--- src/rtl/sig_period_meter_pkg.sv ---
// ----------------------------------------------------------------------------
// sig_period_meter_pkg : shared FSM encodings and default sizing
// Rev 1.0
// ----------------------------------------------------------------------------
`default_nettype none

package sig_period_meter_pkg;

   localparam int          DEF_W         = 32;
   localparam int unsigned DEF_MAX_COUNT = 32'd100000000;

   typedef enum logic [1:0] {
      WAIT_FIRST = 2'd0,
      MEASURE    = 2'd1,
      TIMEOUT    = 2'd2
   } state_e;

endpackage

`default_nettype wire

--- src/rtl/sig_period_meter_if.sv ---
// ----------------------------------------------------------------------------
// sig_period_meter_if : measured input and result outputs of the period meter
// Optional HIGH_out present when SIG_PERIOD_METER_DUTY_EN is defined. Rev 1.0
// ----------------------------------------------------------------------------
`default_nettype none

interface sig_period_meter_if
   import sig_period_meter_pkg::*;
#(
   parameter int W = DEF_W
) ();

   logic         SIG_in;
   logic [W-1:0] PERIOD_out;
   logic         VALID_out;
   logic         TIMEOUT_out;
`ifdef SIG_PERIOD_METER_DUTY_EN
   logic [W-1:0] HIGH_out;
`endif

   modport master (
      input  SIG_in,
`ifdef SIG_PERIOD_METER_DUTY_EN
      output HIGH_out,
`endif
      output PERIOD_out,
      output VALID_out,
      output TIMEOUT_out
   );

   modport slave (
      output SIG_in,
`ifdef SIG_PERIOD_METER_DUTY_EN
      input  HIGH_out,
`endif
      input  PERIOD_out,
      input  VALID_out,
      input  TIMEOUT_out
   );

endinterface

`default_nettype wire

--- src/rtl/sig_period_meter_sync_edge_det.sv ---
// ----------------------------------------------------------------------------
// sync_edge_det : 2-FF synchronizer followed by a rising-edge detector
// Rev 1.0
// ----------------------------------------------------------------------------
`default_nettype none

module sync_edge_det (
   input  logic CLK_in,
   input  logic RST_in,
   input  logic async_in,
   output logic rise,
   output logic level
);

   logic sync1_q, sync1_d;
   logic sync2_q, sync2_d;
   logic prev_q,  prev_d;

   always_comb begin
      sync1_d = async_in;
      sync2_d = sync1_q;
      prev_d  = sync2_q;
   end

   always_ff @(posedge CLK_in) begin
      if (RST_in) begin
         sync1_q <= 1'b0;
         sync2_q <= 1'b0;
         prev_q  <= 1'b0;
      end else begin
         sync1_q <= sync1_d;
         sync2_q <= sync2_d;
         prev_q  <= prev_d;
      end
   end

   assign rise  = sync2_q & ~prev_q;
   assign level = sync2_q;

endmodule

`default_nettype wire

--- src/rtl/sig_period_meter.sv ---
// ----------------------------------------------------------------------------
// sig_period_meter : measures rising-to-rising period of SIG_in in clock cycles
// Optional high-time output enabled by SIG_PERIOD_METER_DUTY_EN. Rev 1.0
// ----------------------------------------------------------------------------
`default_nettype none

module sig_period_meter
   import sig_period_meter_pkg::*;
#(
   parameter int          W         = DEF_W,
   parameter int unsigned MAX_COUNT = DEF_MAX_COUNT
) (
   input  logic                CLK_in,
   input  logic                RST_in,
   sig_period_meter_if.master  bus
);

   localparam logic [W-1:0] c_cnt_last = W'(MAX_COUNT - 1);
   localparam logic [W-1:0] c_one      = W'(1);

   logic w_rise;
   logic w_level;

   state_e       state_q,   state_d;
   logic [W-1:0] cnt_q,     cnt_d;
   logic [W-1:0] period_q,  period_d;
   logic         valid_q,   valid_d;
   logic         timeout_q, timeout_d;

   sync_edge_det u_sync_edge_det (
      .CLK_in   (CLK_in),
      .RST_in   (RST_in),
      .async_in (bus.SIG_in),
      .rise     (w_rise),
      .level    (w_level)
   );

`ifdef SIG_PERIOD_METER_DUTY_EN
   logic [W-1:0] high_q,     high_d;
   logic [W-1:0] high_cnt_q, high_cnt_d;
   logic [W-1:0] w_high_inc;

   assign w_high_inc = w_level ? c_one : '0;
`else
   logic w_unused;
   assign w_unused = w_level;
`endif

   always_comb begin
      state_d   = state_q;
      cnt_d     = cnt_q;
      period_d  = period_q;
      valid_d   = 1'b0;
      timeout_d = timeout_q;
`ifdef SIG_PERIOD_METER_DUTY_EN
      high_d     = high_q;
      high_cnt_d = high_cnt_q;
`endif
      case (state_q)
         WAIT_FIRST: begin
            if (w_rise) begin
               state_d = MEASURE;
               cnt_d   = '0;
`ifdef SIG_PERIOD_METER_DUTY_EN
               high_cnt_d = '0;
`endif
            end
         end
         MEASURE: begin
            // An edge on the last allowed count still completes the measurement.
            if (w_rise) begin
               period_d = cnt_q + c_one;
               valid_d  = 1'b1;
               cnt_d    = '0;
`ifdef SIG_PERIOD_METER_DUTY_EN
               high_d     = high_cnt_q + w_high_inc;
               high_cnt_d = '0;
`endif
            end else if (cnt_q == c_cnt_last) begin
               state_d   = TIMEOUT;
               timeout_d = 1'b1;
            end else begin
               cnt_d = cnt_q + c_one;
`ifdef SIG_PERIOD_METER_DUTY_EN
               high_cnt_d = high_cnt_q + w_high_inc;
`endif
            end
         end
         TIMEOUT: begin
            if (w_rise) begin
               state_d   = MEASURE;
               cnt_d     = '0;
               timeout_d = 1'b0;
`ifdef SIG_PERIOD_METER_DUTY_EN
               high_cnt_d = '0;
`endif
            end
         end
         default: state_d = WAIT_FIRST;
      endcase
   end

   always_ff @(posedge CLK_in) begin
      if (RST_in) begin
         state_q   <= WAIT_FIRST;
         cnt_q     <= '0;
         period_q  <= '0;
         valid_q   <= 1'b0;
         timeout_q <= 1'b0;
      end else begin
         state_q   <= state_d;
         cnt_q     <= cnt_d;
         period_q  <= period_d;
         valid_q   <= valid_d;
         timeout_q <= timeout_d;
      end
   end

`ifdef SIG_PERIOD_METER_DUTY_EN
   always_ff @(posedge CLK_in) begin
      if (RST_in) begin
         high_q     <= '0;
         high_cnt_q <= '0;
      end else begin
         high_q     <= high_d;
         high_cnt_q <= high_cnt_d;
      end
   end

   assign bus.HIGH_out = high_q;
`endif

   assign bus.PERIOD_out  = period_q;
   assign bus.VALID_out   = valid_q;
   assign bus.TIMEOUT_out = timeout_q;

endmodule

`default_nettype wire
--- src/flat_wrapper.sv ---
// flat-port wrapper written by rule: the top's interface ports become plain ports
module sig_period_meter_flat import sig_period_meter_pkg::*;
#(
   parameter int          W         = DEF_W,
   parameter int unsigned MAX_COUNT = DEF_MAX_COUNT
)
  (CLK_in, RST_in, bus_SIG_in, bus_PERIOD_out, bus_VALID_out, bus_TIMEOUT_out);
  sig_period_meter_if #(.W(W)) bus_i ();
  input  logic CLK_in;
  input  logic RST_in;
  input wire logic [$bits(bus_i.SIG_in)-1:0] bus_SIG_in;
  output wire logic [$bits(bus_i.PERIOD_out)-1:0] bus_PERIOD_out;
  output wire logic [$bits(bus_i.VALID_out)-1:0] bus_VALID_out;
  output wire logic [$bits(bus_i.TIMEOUT_out)-1:0] bus_TIMEOUT_out;
  assign bus_i.SIG_in = bus_SIG_in;
  assign bus_PERIOD_out = bus_i.PERIOD_out;
  assign bus_VALID_out = bus_i.VALID_out;
  assign bus_TIMEOUT_out = bus_i.TIMEOUT_out;
  sig_period_meter #(.W(W), .MAX_COUNT(MAX_COUNT)) u_core (.CLK_in(CLK_in), .RST_in(RST_in), .bus(bus_i));
endmodule
--- config.mk ---
export PLATFORM = sky130hd
export DESIGN_NAME = sig_period_meter_flat
export DESIGN_NICKNAME = d
export VERILOG_FILES = /design/src/rtl/sig_period_meter_pkg.sv /design/src/rtl/sig_period_meter_if.sv /design/src/rtl/sig_period_meter_sync_edge_det.sv /design/src/rtl/sig_period_meter.sv /design/src/flat_wrapper.sv
export SDC_FILE = /design/constraint.sdc
export NUM_CORES = 1
export LEC_CHECK = 0
export ABC_AREA = 1
export BUFFER_PORTS_ARGS = -buffer_cell sky130_fd_sc_hd__buf_4
export CORE_MARGIN = 3
export CORE_UTILIZATION = 63
export DETAILED_ROUTE_END_ITERATION = 10
export PLACE_DENSITY = 0.93
export SYNTH_ARGS = -nofsm -noshare
export SYNTH_HDL_FRONTEND = slang
export SYNTH_SLANG_ARGS = --single-unit
--- constraint.sdc ---
create_clock -name CLK_in -period 5.3 [get_ports CLK_in]
set_clock_uncertainty 0.05 [all_clocks]
set_input_delay 0.53 -clock CLK_in [delete_from_list [all_inputs] [get_ports CLK_in]]
set_output_delay 0.53 -clock CLK_in [all_outputs]
set_load 0.05 [all_outputs]
### Word level (Yosys, flattened, before mapping)

Cells that the tools add are included.

| word-level totals | value |
|---|---|
| flip-flop bits (word level) | 71 |
| bits of input ports | 3 |

| operators by class | value |
|---|---|
| add/subtract/negate cells | 1 |
| equal/unequal tests | 8 |
| muxes and demuxes | 13 |
| bitwise logic cells | 3 |
| reductions and logical operators | 9 |

Operators with widths:

| kind | count |
|---|---|
| $mux W32 | 3 |
| $pmux W32 S2 | 1 |
| $add A32 B1 Y32 const B | 1 |
| $eq A32 B27 Y1 const B | 1 |
| $mux W2 | 3 |
| $reduce_and A3 Y1 | 2 |
| $mux W1 | 4 |
| $ne A2 B1 Y1 const B | 2 |
| $ne A2 B2 Y1 const B | 2 |
| $pmux W2 S2 | 1 |
| $reduce_and A4 Y1 | 1 |
| $reduce_bool A2 Y1 | 2 |
| $reduce_or A2 Y1 | 2 |
| $ne A3 B3 Y1 const B | 1 |
| $eq A2 B1 Y1 const B | 1 |
| $eq A2 B2 Y1 const B | 1 |
| $logic_not A2 Y1 | 1 |
| $not A1 Y1 | 2 |
| $pmux W1 S2 | 1 |
| $reduce_and A2 Y1 | 1 |
| $and A1 B1 Y1 | 1 |

### Depth between registers and ports, before layout

Gate-level depths: netlist of the first run.

| logic depth | value |
|---|---|
| depth after elaboration | 4 |
| mapped depth | 11 |
| mapped depth without buffers | 10 |

### Hierarchy

From an unflattened synthesis of the first run, not the netlist that was laid out.

| unflattened totals | value |
|---|---|
| cell total of the unflattened synthesis | 589 |
| area, all modules | 3833.7 µm² |

Modules (own cells, without submodules):

| module | instances | cells each | area each (µm²) |
|---|---|---|---|
| sig_period_meter | 1 | 579 | 3747.3 |
| sync_edge_det | 1 | 10 | 86.3 |

### Worst setup path before layout of the first run

OpenSTA, ideal clock, no wires.

| timing path | value |
|---|---|
| path kind | reg2reg |
| from | register u_core.cnt_q[0] |
| to | register u_core.cnt_q[23] |
| setup time | 133 ps |
| arrival time | 1476 ps |
| data required time | 5117 ps |
| slack | 3641 ps |
| stages on the path, launching flop included | 12 |
| buffers on the path | 1 |
| clock period less this slack | 1659 ps |
| cell sequence | dfxtp_1 -> ha_1 -> inv_1 -> nor2_4 -> nand2_4 -> nor2_1 -> nand2_1 -> nand3_1 -> inv_1 -> buf_2 -> nand2_1 -> a21oi_2 |

| between the ends | value |
|---|---|
| longest elaborated chain between the ends | 4 |
| elaborated cells on any way between the ends | 7 |
| classes of those cells | add/sub (1); eq/ne (2); mux (3); reduce/logical (1) |

RTL lines:

| item | RTL line | source |
|---|---|---|
| start, declared | sig_period_meter.sv:25 | `logic [W-1:0] cnt_q, cnt_d;` |
| start signal, assigned | sig_period_meter.sv:112 | `cnt_q <= cnt_d;` |
| $add A32 B1 Y32 | sig_period_meter.sv:83 | `cnt_d = cnt_q + c_one;` |
| $mux W32 | sig_period_meter.sv:79 | `end else if (cnt_q == c_cnt_last) begin` |
| $mux W32 | sig_period_meter.sv:71 | `if (w_rise) begin` |
| $pmux W32 S2 | sig_period_meter.sv:59 | `case (state_q)` |

Several ways; a longest one is shown, not always the timed one. The select of a mux whose other input is x is not followed.
A chain may end at the register's enable or synchronous reset.

### Final worst setup path of the first run

| timing path | value |
|---|---|
| from | register u_core.cnt_q[0] |
| to | register u_core.cnt_q[5] |

The elaborated chain is that of the path after synthesis.

==> flow_summary.ini, run 1 <==
[outcome]
outcome = finished, final reports clean

[routing]
route.final.wire_length_um = 8970
drc = 0
drt_iter0_markers = 294
ant_nets = 0
drtPass1Iterations = 5
wl_per_cell_um = 13.4
viasPerCell = 5.36
num_vias = 3605

[timing]
max_slew_margin = 0.306
fin_crit_ns = 2.37
worst_slew_pin_slew_ns = 1.04
fmax_mhz = 422
setup_tns_ns = 0
period_share = 0.447
drv_slew = 0
setup_violations = 0
final_hold_viol_count = 0
rsz0062_at_grt = false

[critical_path]
slowest_stage = inv_1
critPathTopFamily = buffers and inverters
critical_path_arrival_ns = 2.59
endpoint_kind = flip-flop
critPathMaxFanout = 32
cp-start-kind = flip-flop
critPathBufInv = 2
crit_chain = ha_1 > inv_1 > nor2_4 > nand2_4 > nor2_1 > nand2_1 > nand3_1 > inv_1 > nand2_1 > a21oi_2
path_class = reg -> reg
crit_required_ns = 5.52
slowest_delay_ns = 0.76

[cts]
insertion_delay_ns = 0.34
cts_root_buffer = clkbuf_8
htree_levels = 3
cts.sinks = 71
cts_tree = yes
cts_resized = 0
clk_pin_slew_ns = 0.08
cts-hold-fix-buffers = 0
cts_buffers = 9
clock_path_buffers = 2
postCtsSetupRepairBufs = 0

[logic_synthesis]
ys.flop_type = dfxtp_1
ys_async_sr_fraction = 0
netlist_area_mm2 = 0.00366
synth_fp_nets = 571
ys_warn_count = 0
syn_avg_cell_area_um2 = 6.47
seq_area_frac_synth = 0.388
synth_edf_count = 0
yosys_register_bits = 71
yosysUniqueCellTypes = 25
synthCells = 566

[final_layout]
nFillCells = 417
drive_above_1_share = 0.132
area_growth_syn_to_layout_pct = 14.7
seq_area_mm2 = 0.00142
multi_input_area_mm2 = 0.00189
nNetsFinal = 600
n_antenna_cell = 0

[global_route]
grt_pass1_vias = 3207
grt_max_degree = 66
antenna_found_initial = 0
grt_pass1_wl_um = 14600
overflow = 0
grtUsageTotal = 0.279

[flow_run]
max-cap-violations = 0

[pwr]
leakagePower_uw = 0.00184
power_uw = 1170
power.density_mw_per_mm2 = 279
peakVddDrop_mv = 0.200

[floorplan]
ios = 37
dieArea_mm2 = 0.00676
start_util = 0.657
die_y_um = 82.2
die_width_um = 82.2
num_rows = 27
core_mm2 = 0.00557

[worst_hold_path]
hold_class = in -> reg

[place]
hpwl_um = 5850
place.gp.congestion = 0.898
io_buffers = 36
-- cell usage after synthesis, types with 3 or more instances --
library cell,instances,share of area
buf_6,3,0.0092
nand3_1,17,0.023
nand4_1,3,0.0051
o21ai_0,34,0.046
a21oi_2,13,0.031
nand2_1,158,0.16
nor2_4,3,0.0092
xnor2_1,4,0.0096
nor2_1,125,0.13
clkbuf_1,9,0.0092
buf_2,6,0.0082
dfxtp_1,71,0.39
inv_1,64,0.066
nand3b_1,3,0.0062
a21oi_1,21,0.029
xor2_1,16,0.038
nand2_2,3,0.0051
nor2_2,5,0.0085
-- area by class of cell --
cell class	instances	share of cell area
Clock buffer	11	0.0337
Clock inverter	5	0.0307
Inverter	65	0.0581
Multi-Input combinational cell	411	0.451
Sequential cell	71	0.339
Tap cell	72	0.0215
Timing Repair Buffer	37	0.0662
-- sequential cells by signal, summed over array words and instances (netlist names) --
name / flops
u_core.bus.PERIOD_out: 32
u_core.bus.TIMEOUT_out: 1
u_core.bus.VALID_out: 1
u_core.cnt_q: 32
u_core.state_q: 2
u_core.u_sync_edge_det.level: 1
u_core.u_sync_edge_det.prev_q: 1
u_core.u_sync_edge_det.sync1_q: 1
-- worst min-delay path, delay by kind of cell --
family        cells  cell delay (ns)
buf+inv           2             0.11
simple gates      1             0.06
-- through the flow --
step	hold WS, ns	utilization	std cells	setup WS, ns	area [um2]
after floorplan	0.338	-	566	3.64	3660
after global placement	0.342	0.705	656	3.18	3930
after detailed placement	0.348	0.705	656	3.05	3930
after CTS	0.327	0.753	672	2.94	4200
after global routing	0.337	0.753	672	2.70	4200
final	0.331	0.753	672	2.93	4200
-- path summary, 6_finish.rpt --
check / from / end / slack, ns / depth (start not counted)
setup / recovery: u_core.cnt_q[0]$_SDFFE_PP0P_ / u_core.cnt_q[5]$_SDFFE_PP0P_ / 2.93 / 10
hold / removal: bus_SIG_in / u_core.u_sync_edge_det.sync1_q$_SDFF_PP0_ / 0.33 / 3
setup reg to reg: u_core.cnt_q[0]$_SDFFE_PP0P_ / u_core.cnt_q[5]$_SDFFE_PP0P_ / 2.93 / 10
hold reg to reg: u_core.u_sync_edge_det.sync1_q$_SDFF_PP0_ / u_core.u_sync_edge_det.level$_SDFF_PP0_ / 0.36 / 2
-- report_power, final --
| part | internal (uW) | switching, uW | total [uW] |
|---|---|---|---|
| Sequential | 538 | 2.87 | 541 |
| Combinational | 10.8 | 39.9 | 50.6 |
| Clock | 374 | 204 | 578 |
| Total | 923 | 246 | 1170 |
-- placed cells by master, fill, tap and decap left out, types with 2 or more instances in the layout --
cell       netlist  layout
nand4_1          3       3
inv_1           64      64
nand2_1        158     158
nor2_1         125     125
xnor2_1          4       4
dfxtp_1         71      71
nand3_1         17      17
nand2_2          3       3
buf_4            0      37
a21oi_1         21      21
nor2_2           5       5
nor2_4           3       3
xor2_1          16      16
bufinv_16        0       4
clkbuf_8         0      10
a21oi_2         13      13
o21ai_0         34      34
ha_1             2       2
nand3b_1         3       3
-- layer usage --
layer,routed length [um],up-vias,track usage
li1,-,1791,-
met1,3740,1663,0.321
met2,4470,122,0.484
met3,490,29,0.0651
met4,273,0,0.133
met5,0,-,0
-- cells by family (layout without fill, tap and decap cells) --
family | count (synthesis) | in the layout | synth area share
xor gates and xnor gates | 20 | 20 | 0.0478
adders and majority gates | 2 | 2 | 0.00683
AOI/OAI and AO/OA | 68 | 68 | 0.106
DFF | 71 | 71 | 0.388
buffers and inverters | 84 | 118 | 0.0943
and+or+nand+nor | 321 | 321 | 0.356
No activity file was read; power rests on OpenSTA's default activity.
==> run 2: changes to the inputs <==
CORE_UTILIZATION = 59   (was 63)
PLACE_DENSITY = 0.89   (was 0.93)
clock period = 2.5 ns   (was 5.3 ns; I/O delays follow)
==> run 2 against run 1 <==
Final cell count up 1.0%; design area down 0.24%; via count down 4.0%; sequential power up 110%; largest power group is now sequential cells; routed wire length down 4.3%; register-to-register slack worse by 2.6 ns; core utilization down 5.0 points; total power up 93%.
==> flow_summary.ini, run 2 (same netlist as run 1, synthesis figures left out) <==
[outcome]
outcome = finished, final reports clean

[routing]
met3_length_um = 441
drt_iter0_markers = 184
wl_per_cell_um = 12.7
met1_length_um = 3810
drc = 0
highest_layer = met4
ant_nets = 0
num_vias = 3460
route.final.wire_length_um = 8590
drtPass1Iterations = 4
viasPerCell = 5.10
wl_met2_um = 4090

[critical_path]
cp-start-kind = flip-flop
endpoint_kind = flip-flop
critPathMaxFanout = 19
crit_required_ns = 2.69
path_class = reg -> reg
critical_path_arrival_ns = 2.34
worstRegToRegCells = 11

[global_route]
antenna_found_initial = 0
grtUsageTotal = 0.257
grt_pass1_vias = 3384
grt_pass1_wl_um = 15000
grt_max_degree = 39
overflow = 0

[final_layout]
layout_commonest_cell = nand2_1
n_antenna_cell = 0
layout_common_cells = 158 x nand2_1, 125 x nor2_1, 71 x dfxtp_1
nNetsFinal = 604
drive_above_1_share = 0.136
area_growth_syn_to_layout_pct = 14.4

[floorplan]
core_mm2 = 0.00596
die_width_um = 84.8
start_util = 0.615
ios = 37
num_rows = 28
die_y_um = 84.8
dieArea_mm2 = 0.00719

[timing]
setup_violations = 0
rsz0062_at_grt = false
fmax_mhz = 467
max_slew_margin = 0.421
drv_slew = 0
final_hold_viol_count = 0
worst_slew_pin_slew_ns = 0.867
period_share = 0.857
setup_tns_ns = 0
fin_crit_ns = 2.14
hold_ws_ns = 0.0463

[worst_hold_path]
holdPathStages = 3
hold_class = in -> reg

[cts]
htree_levels = 3
cts_tree = yes
cts_resized = 0
cts-hold-fix-buffers = 0
postCtsSetupRepairBufs = 0
insertion_delay_ns = 0.36
cts_root_buffer = clkbuf_8
cts_buffers = 9
clock_path_buffers = 2
cts.sinks = 71
clk_pin_slew_ns = 0.07

[pwr]
p_sw_uw = 528
p_int_uw = 1730
clkPwrFrac = 0.443
leakagePower_uw = 0.00182
p_seq_frac = 0.508
power.density_mw_per_mm2 = 539
sw_frac_of_total = 0.234
peakVddDrop_mv = 0.416
p_comb_frac = 0.050

[place]
hpwl_um = 6090
place.gp.congestion = 0.977
io_buffers = 36

[flow_run]
max-cap-violations = 0
run 2: cell count changes in the layout (fill, tap and decap cells not counted):
cell / delta
bufinv_16: -2
clkinvlp_4: +3
clkbuf_1: +1
clkbuf_8: -1
buf_12: +1
clkinv_4: -1
buf_4: +3
run 2: layer usage:
metal / GRT usage / vias to the layer above
li1: - / 1797
met1: 0.308 / 1544
met2: 0.437 / 96
met3: 0.0697 / 23
met4: 0.102 / 0
met5: 0 / -
run 2: layout make-up:
type                    count  area, um2
flip-flops and latches     71       1420
clock buffers              11        131
clock inverters             5       82.6
multi-input cells         411       1890
repair buffers             41        320
fillers                   519       1770
well taps                  75       93.8
inverters                  65        244
run 2: critical path, cell delays in order (launching register included):
cell     delay, ns
dfxtp_1       0.44
ha_1          0.22
inv_1         0.09
nor2_4        0.16
nand2_4       0.09
nor2_1        0.15
nand2_1       0.09
nand3_1       0.07
inv_1         0.23
buf_12        0.25
o21ai_0       0.14
nor2_1        0.06
run 2: final timing paths:
check	start	end	slack (ns)
hold reg to reg	u_core.u_sync_edge_det.sync1_q$_SDFF_PP0_	u_core.u_sync_edge_det.level$_SDFF_PP0_	0.37
setup reg to reg	u_core.cnt_q[0]$_SDFFE_PP0P_	u_core.cnt_q[0]$_SDFFE_PP0P_	0.36
hold / removal	bus_SIG_in	u_core.u_sync_edge_det.sync1_q$_SDFF_PP0_	0.05
setup / recovery	u_core.cnt_q[0]$_SDFFE_PP0P_	u_core.cnt_q[0]$_SDFFE_PP0P_	0.36
run 2: power by group through the flow:
stage / sequential, uW / combinational, uW / clock, uW
after floorplan: 1200 / 65.4 / 0
after global placement: 1170 / 109 / 0
after detailed placement: 1170 / 112 / 0
after CTS: 1150 / 112 / 1010
after global routing: 1150 / 124 / 1050
final: 1150 / 112 / 1000
run 2: through the flow:
| stage | instances | instance area (um2) | util | worst slack [ns] | power (uW) |
|---|---|---|---|---|---|
| 2_1_floorplan | 566 | 3660 | - | 0.841 | 1260 |
| 3_3_place_gp | 663 | 3970 | 0.667 | 0.493 | 1280 |
| 3_5_place_dp | 663 | 3970 | 0.667 | 0.378 | 1290 |
| 4_1_cts | 679 | 4190 | 0.703 | 0.345 | 2270 |
| 5_1_grt | 679 | 4190 | 0.703 | 0.171 | 2320 |
| 6_report | 679 | 4190 | 0.703 | 0.359 | 2260 |
